<file path="config.mk">
export PLATFORM = sky130hd
export DESIGN_NAME = adder_sum_serializer
export DESIGN_NICKNAME = d
export VERILOG_FILES = /design/src/rtl/adder_pkg.sv /design/src/rtl/adder_acc_unit.sv /design/src/rtl/adder_sum_serializer.sv
export SDC_FILE = /design/constraint.sdc
export NUM_CORES = 1
export LEC_CHECK = 0
export CELL_PAD_IN_SITES_DETAIL_PLACEMENT = 1
export CELL_PAD_IN_SITES_GLOBAL_PLACEMENT = 1
export CORE_MARGIN = 2
export CORE_UTILIZATION = 40
export CTS_CLUSTER_SIZE = 10
export DETAILED_ROUTE_END_ITERATION = 7
export PLACE_DENSITY = 0.85
export SYNTH_ARGS = -nofsm -noshare
export SYNTH_HDL_FRONTEND = slang
export SYNTH_SLANG_ARGS = --single-unit
</file>
<file path="constraint.sdc">
create_clock -name clk -period 5.3 [get_ports clk]
set_input_delay 1.59 -clock clk [delete_from_list [all_inputs] [get_ports clk]]
set_output_delay 1.59 -clock clk [all_outputs]
set_load 0.01 [all_outputs]
</file>
<file path="src/rtl/adder_pkg.sv">
// rtl/adder_pkg.sv - shared types and constants for the adder sum serializer
package adder_pkg;
  localparam int NSAMP_DEF = 4;
  localparam int ACC_W_DEF = 10;
  localparam int BYTE_W    = 8;
  localparam int CNT_W     = 8;

  typedef enum logic [1:0] {
    ACCUM   = 2'd0,
    SEND_LO = 2'd1,
    SEND_HI = 2'd2
  } state_e;
endpackage

</file>
<file path="src/rtl/adder_acc_unit.sv">
// rtl/adder_acc_unit.sv - combinational accumulate step with carry/saturation flag
// ADDSER_SAT_EN selects saturating accumulation; otherwise modulo wrap.
module adder_acc_unit
  import adder_pkg::*;
#(
  parameter int ACC_W = ACC_W_DEF
) (
  input  logic [ACC_W-1:0]  acc_i,
  input  logic [BYTE_W-1:0] din_i,
  output logic [ACC_W-1:0]  acc_next_o,
  output logic              flag_o
);
  logic [ACC_W:0] sum;

  assign sum = {1'b0, acc_i} + (ACC_W+1)'(din_i);

`ifdef ADDSER_SAT_EN
  assign acc_next_o = sum[ACC_W] ? {ACC_W{1'b1}} : sum[ACC_W-1:0];
`else
  assign acc_next_o = sum[ACC_W-1:0];
`endif
  assign flag_o = sum[ACC_W];
endmodule

</file>
<file path="src/rtl/adder_sum_serializer.sv">
// rtl/adder_sum_serializer.sv - sums NSAMP adder results, emits the total as two bytes LSB first
// Optional ADDSER_SAT_EN (in adder_acc_unit) saturates the total instead of wrapping.
module adder_sum_serializer
  import adder_pkg::*;
#(
  parameter int NSAMP = NSAMP_DEF,
  parameter int ACC_W = ACC_W_DEF
) (
  input  logic              clk,
  input  logic              rst_n,
  input  logic              ena,
  input  logic              in_valid,
  input  logic [BYTE_W-1:0] in_data,
  output logic              in_ready,
  output logic              out_valid,
  output logic [BYTE_W-1:0] out_data,
  input  logic              out_ready,
  output logic              busy,
  output logic              ovf
);
  state_e             state_q;
  logic [ACC_W-1:0]   acc_q, acc_d;
  logic [CNT_W-1:0]   cnt_q;
  logic               out_valid_q;
  logic [BYTE_W-1:0]  out_data_q;
  logic               ovf_q, carry_d;

  adder_acc_unit #(.ACC_W(ACC_W)) u_acc (
    .acc_i      (acc_q),
    .din_i      (in_data),
    .acc_next_o (acc_d),
    .flag_o     (carry_d)
  );

  assign in_ready  = ena && (state_q == ACCUM);
  assign out_valid = out_valid_q;
  assign out_data  = out_data_q;
  assign busy      = (state_q != ACCUM);
  assign ovf       = ovf_q;

  always_ff @(posedge clk) begin
    if (!rst_n) begin
      state_q     <= ACCUM;
      acc_q       <= '0;
      cnt_q       <= '0;
      out_valid_q <= 1'b0;
      out_data_q  <= '0;
      ovf_q       <= 1'b0;
    end else if (ena) begin
      case (state_q)
        ACCUM: begin
          if (in_valid) begin
            acc_q <= acc_d;
            ovf_q <= ovf_q | carry_d;
            if (cnt_q == CNT_W'(NSAMP - 1)) begin
              cnt_q       <= '0;
              state_q     <= SEND_LO;
              out_data_q  <= acc_d[BYTE_W-1:0];
              out_valid_q <= 1'b1;
            end else begin
              cnt_q <= cnt_q + 1'b1;
            end
          end
        end
        SEND_LO: begin
          if (out_ready) begin
            state_q    <= SEND_HI;
            out_data_q <= BYTE_W'(acc_q >> BYTE_W);
          end
        end
        SEND_HI: begin
          // Frame state clears only once the high byte has been taken.
          if (out_ready) begin
            state_q     <= ACCUM;
            acc_q       <= '0;
            ovf_q       <= 1'b0;
            out_valid_q <= 1'b0;
          end
        end
        default: state_q <= ACCUM;
      endcase
    end
  end
endmodule
</file>
==> run summary <==
Status - completed
Chip width - 68.8 um
Critical Path Start Type - input pin
Overflow after GRT - 0
Setup crit end kind - output pin
Power density over cell area - 269 nW/um^2
Unrepaired setup endpoints after global routing - false
Detail Route Antenna Nets - 0
Die Area - 4730 sq um
Initial antenna violation count - 0
Complex-gate fraction of the synthesized area - 0.185
Slew HR - 0.533
Max FO, Critical Path - 10
WL/cell - 16.3 um
Post-synth EDFFs - 0
Overall Power - 549 uW
CTS sink count - 30
Hold Crit Endpoint - out_data[2]$_SDFFE_PN0P_
Yosys reg bits - 30
CP top delay family - buffers and inverters
Part of the cycle the worst path needs - 0.868
# resized after CTS - 0
FF+latch area - 601 sq um
First-pass GRT wire length - 6740 um
Xor and xnor area share after synthesis - 0.0730
Max Cap Violations - 0
Worst-path cell chain - clkdlybuf4s50_1 > and2_1 > clkdlybuf4s50_1
Hold Crit Start - out_data[2]$_SDFFE_PN0P_
Clock Path Buffers - 2
Clock Pin Slew Worst Setup and Hold Paths - 70 ps
Setup Fix Bufs, Post-CTS - 0
Via-per-instance ratio - 5.60
Final setup viols - 0
Max Slew Vio Count - 0
Arrival time worst endpoint - 3010 ps
Hold crit path type - flop to flop
DRC errors left - 0
CTS tree - yes
Root Buffer - clkbuf_8
Syn-to-layout area delta - 21.6%
Largest net degree at the start of global routing - 20
Cell depth of the worst hold path - 2
Min Tclk post-route - 4600 ps
Critical path origin - ena
Post-synthesis sequential area ratio - 0.358
Area of the multi-input gates - 1000 sq um
Reg2reg setup slack - 3070 ps
Fill cells - 489
Mux share of post-synthesis cell area - 0.0209
Fmax - 0.217 GHz
Io pins - 25
H-tree lvl count - 2
Reg-to-Reg Start - acc_q[0]$_SDFFE_PN0P_
Nets@finish - 231
Leak - 0.000806 uW
Vias - 1450
Largest family of logic cells by synthesized area - simple AND/OR/NAND/NOR gates
Post-Syn Nets - 208
Core ar. - 4030 sq um
Post-synthesis cell type count - 52
Critical Path RT - 3710 ps
CP Class - input pin to output pin
Worst-Skew Late Latency - 280 ps
Initial DRC count - 55
Post-CTS Hold Fix Bufs - 0
TritonCTS buffer count - 5
Number of diodes - 0
Post-DP HPWL - 3030 um
# rows - 23
WHS - 466 ps
First drt pass iteration count - 4
Critical path's largest stage delay - 690 ps
Worst r2r dst - acc_q[8]$_SDFFE_PN0P_
Slowest cell on crit path - clkdlybuf4s50_1
Final hold vios - 0
Routed WL - 4230 um
Starting density of the core - 0.417
Ratio of cells with drive above 1 in the final layout - 0.0909
CP Buf/Inv Count - 2
Sum of negative setup slack - 0 ps
R2R depth - 8
Tot GR Track Use - 0.200
Syn Inst Count - 185
Pin slew with the least headroom to its limit - 699 ps
Most used cell, CP - clkdlybuf4s50_1
Final RePlAce weighted congestion - 0.784
Synth Area in Simple Gates - 0.239
Ys flop type - dfxtp_1
Adder-cell area share of the yosys netlist - 0.0790
Post-Syn Area per Cell - 9.08 sq um
Worst VDD drop - 0.156 mV
Vias in the first global route - 1391
Syn. warnings - 0
Fin Clk Skew - 3.45 ps
Die Span Y - 68.8 um
Port Buffers - 24
Asr flop ratio synth - 0
Cell Area, Synth - 1680 sq um
[area by class of cell]
type / instances / area share
clock inverter: 3 / 0.0196
timing repair buffer: 24 / 0.118
sequential: 30 / 0.294
clock buffer: 5 / 0.0337
inverter: 7 / 0.0135
multi-input combinational: 140 / 0.491
tap: 50 / 0.0306
[cell families after synthesis]
family | count (synthesis)
and+or+nand+nor | 70
adders and majority gates | 10
xor gates and xnor gates | 14
muxes | 3
AOI/OAI and AO/OA | 43
buffers and inverters | 15
DFF | 30
[worst reg2reg max path, cell delays in order, from the launching register on]
cell       delay (ps)
dfxtp_1           350
ha_1              210
inv_1              70
fa_1              390
nand2b_1          180
a21oi_1           220
a2111oi_0         120
or4_1             490
a21oi_1           150
[cells in the final DEF, fill, tap and decap left out, types with 2 or more instances in the layout]
master           count
a211oi_1             3
xnor2_1              7
nand4b_1             2
inv_1                6
nand2b_1             4
nand4_1              3
clkdlybuf4s50_1     24
nand2_1             14
nand3b_1             2
clkbuf_8             5
and3_1               2
dfxtp_1             30
clkinv_2             3
nand3_1             10
a21oi_1             12
o211ai_1             3
a22oi_1              2
mux2i_1              2
a32o_1               4
o21ai_0              2
ha_1                 9
nor2_1              16
and2_1               4
o21ai_1              2
xor2_1               7
nor3_1               2
a21o_1               4
and3_2               2
[report_power, final]
part | internal, uW | leakage (uW) | switching, uW
Combinational | 36.9 | 0.000505 | 44.2
Sequential | 231 | 0.000243 | 3.82
Clock | 138 | 0.0000579 | 94.2
[cells in the mapped netlist (2+ instances only)]
library cell | number | area, sq um
buf_2 | 3 | 15.0
a21oi_1 | 12 | 60.1
nand3b_1 | 2 | 15.0
and2_1 | 4 | 25.0
ha_1 | 9 | 113
xnor2_1 | 7 | 61.3
o211ai_1 | 3 | 22.5
a22oi_1 | 2 | 15.0
inv_1 | 6 | 22.5
clkbuf_1 | 2 | 7.51
nand4b_1 | 2 | 17.5
nand2_1 | 14 | 52.6
o21ai_0 | 2 | 10.0
nand4_1 | 3 | 18.8
and3_2 | 2 | 15.0
a32o_1 | 4 | 40.0
dfxtp_1 | 30 | 601
xor2_1 | 7 | 61.3
nor2_1 | 16 | 60.1
and3_1 | 2 | 12.5
nand3_1 | 10 | 50.1
a21o_1 | 4 | 30.0
o21ai_1 | 2 | 10.0
nand2b_1 | 4 | 25.0
buf_6 | 2 | 22.5
a211oi_1 | 3 | 22.5
nor3_1 | 2 | 10.0
mux2i_1 | 2 | 20.0
[worst max-delay path by stage]
stage	to	cells after the start
final	in_ready	3
after global routing	in_ready	3
after CTS	in_ready	3
after detailed placement	in_ready	3
after global placement	in_ready	3
after floorplan	in_ready	2
[through the flow]
| step | setup WS (ps) | std cells | utilization | instance area (sq um) |
|---|---|---|---|---|
| 2_1_floorplan | 1850 | 185 | - | 1680 |
| 3_3_place_gp | 714 | 251 | 0.480 | 1930 |
| 3_5_place_dp | 701 | 251 | 0.480 | 1930 |
| 4_1_cts | 706 | 259 | 0.507 | 2040 |
| 5_1_grt | 623 | 259 | 0.507 | 2040 |
| 6_report | 699 | 259 | 0.507 | 2040 |
[layer usage]
layer	up-vias	wire, um	GRT usage	share of wire
met2	21	1940	0.322	0.46
met1	702	2080	0.252	0.49
met5	-	0	0	0
met4	0	72	0.0809	0.017
li1	721	-	-	-
met3	6	135	0.0536	0.032
[sequential cells by signal (all words and copies together) (netlist names)]
register and cells:
acc_q 10, out_data 8, state_q 2, out_valid 1, ovf 1, cnt_q 8
Power figures use the tool's default switching activity.
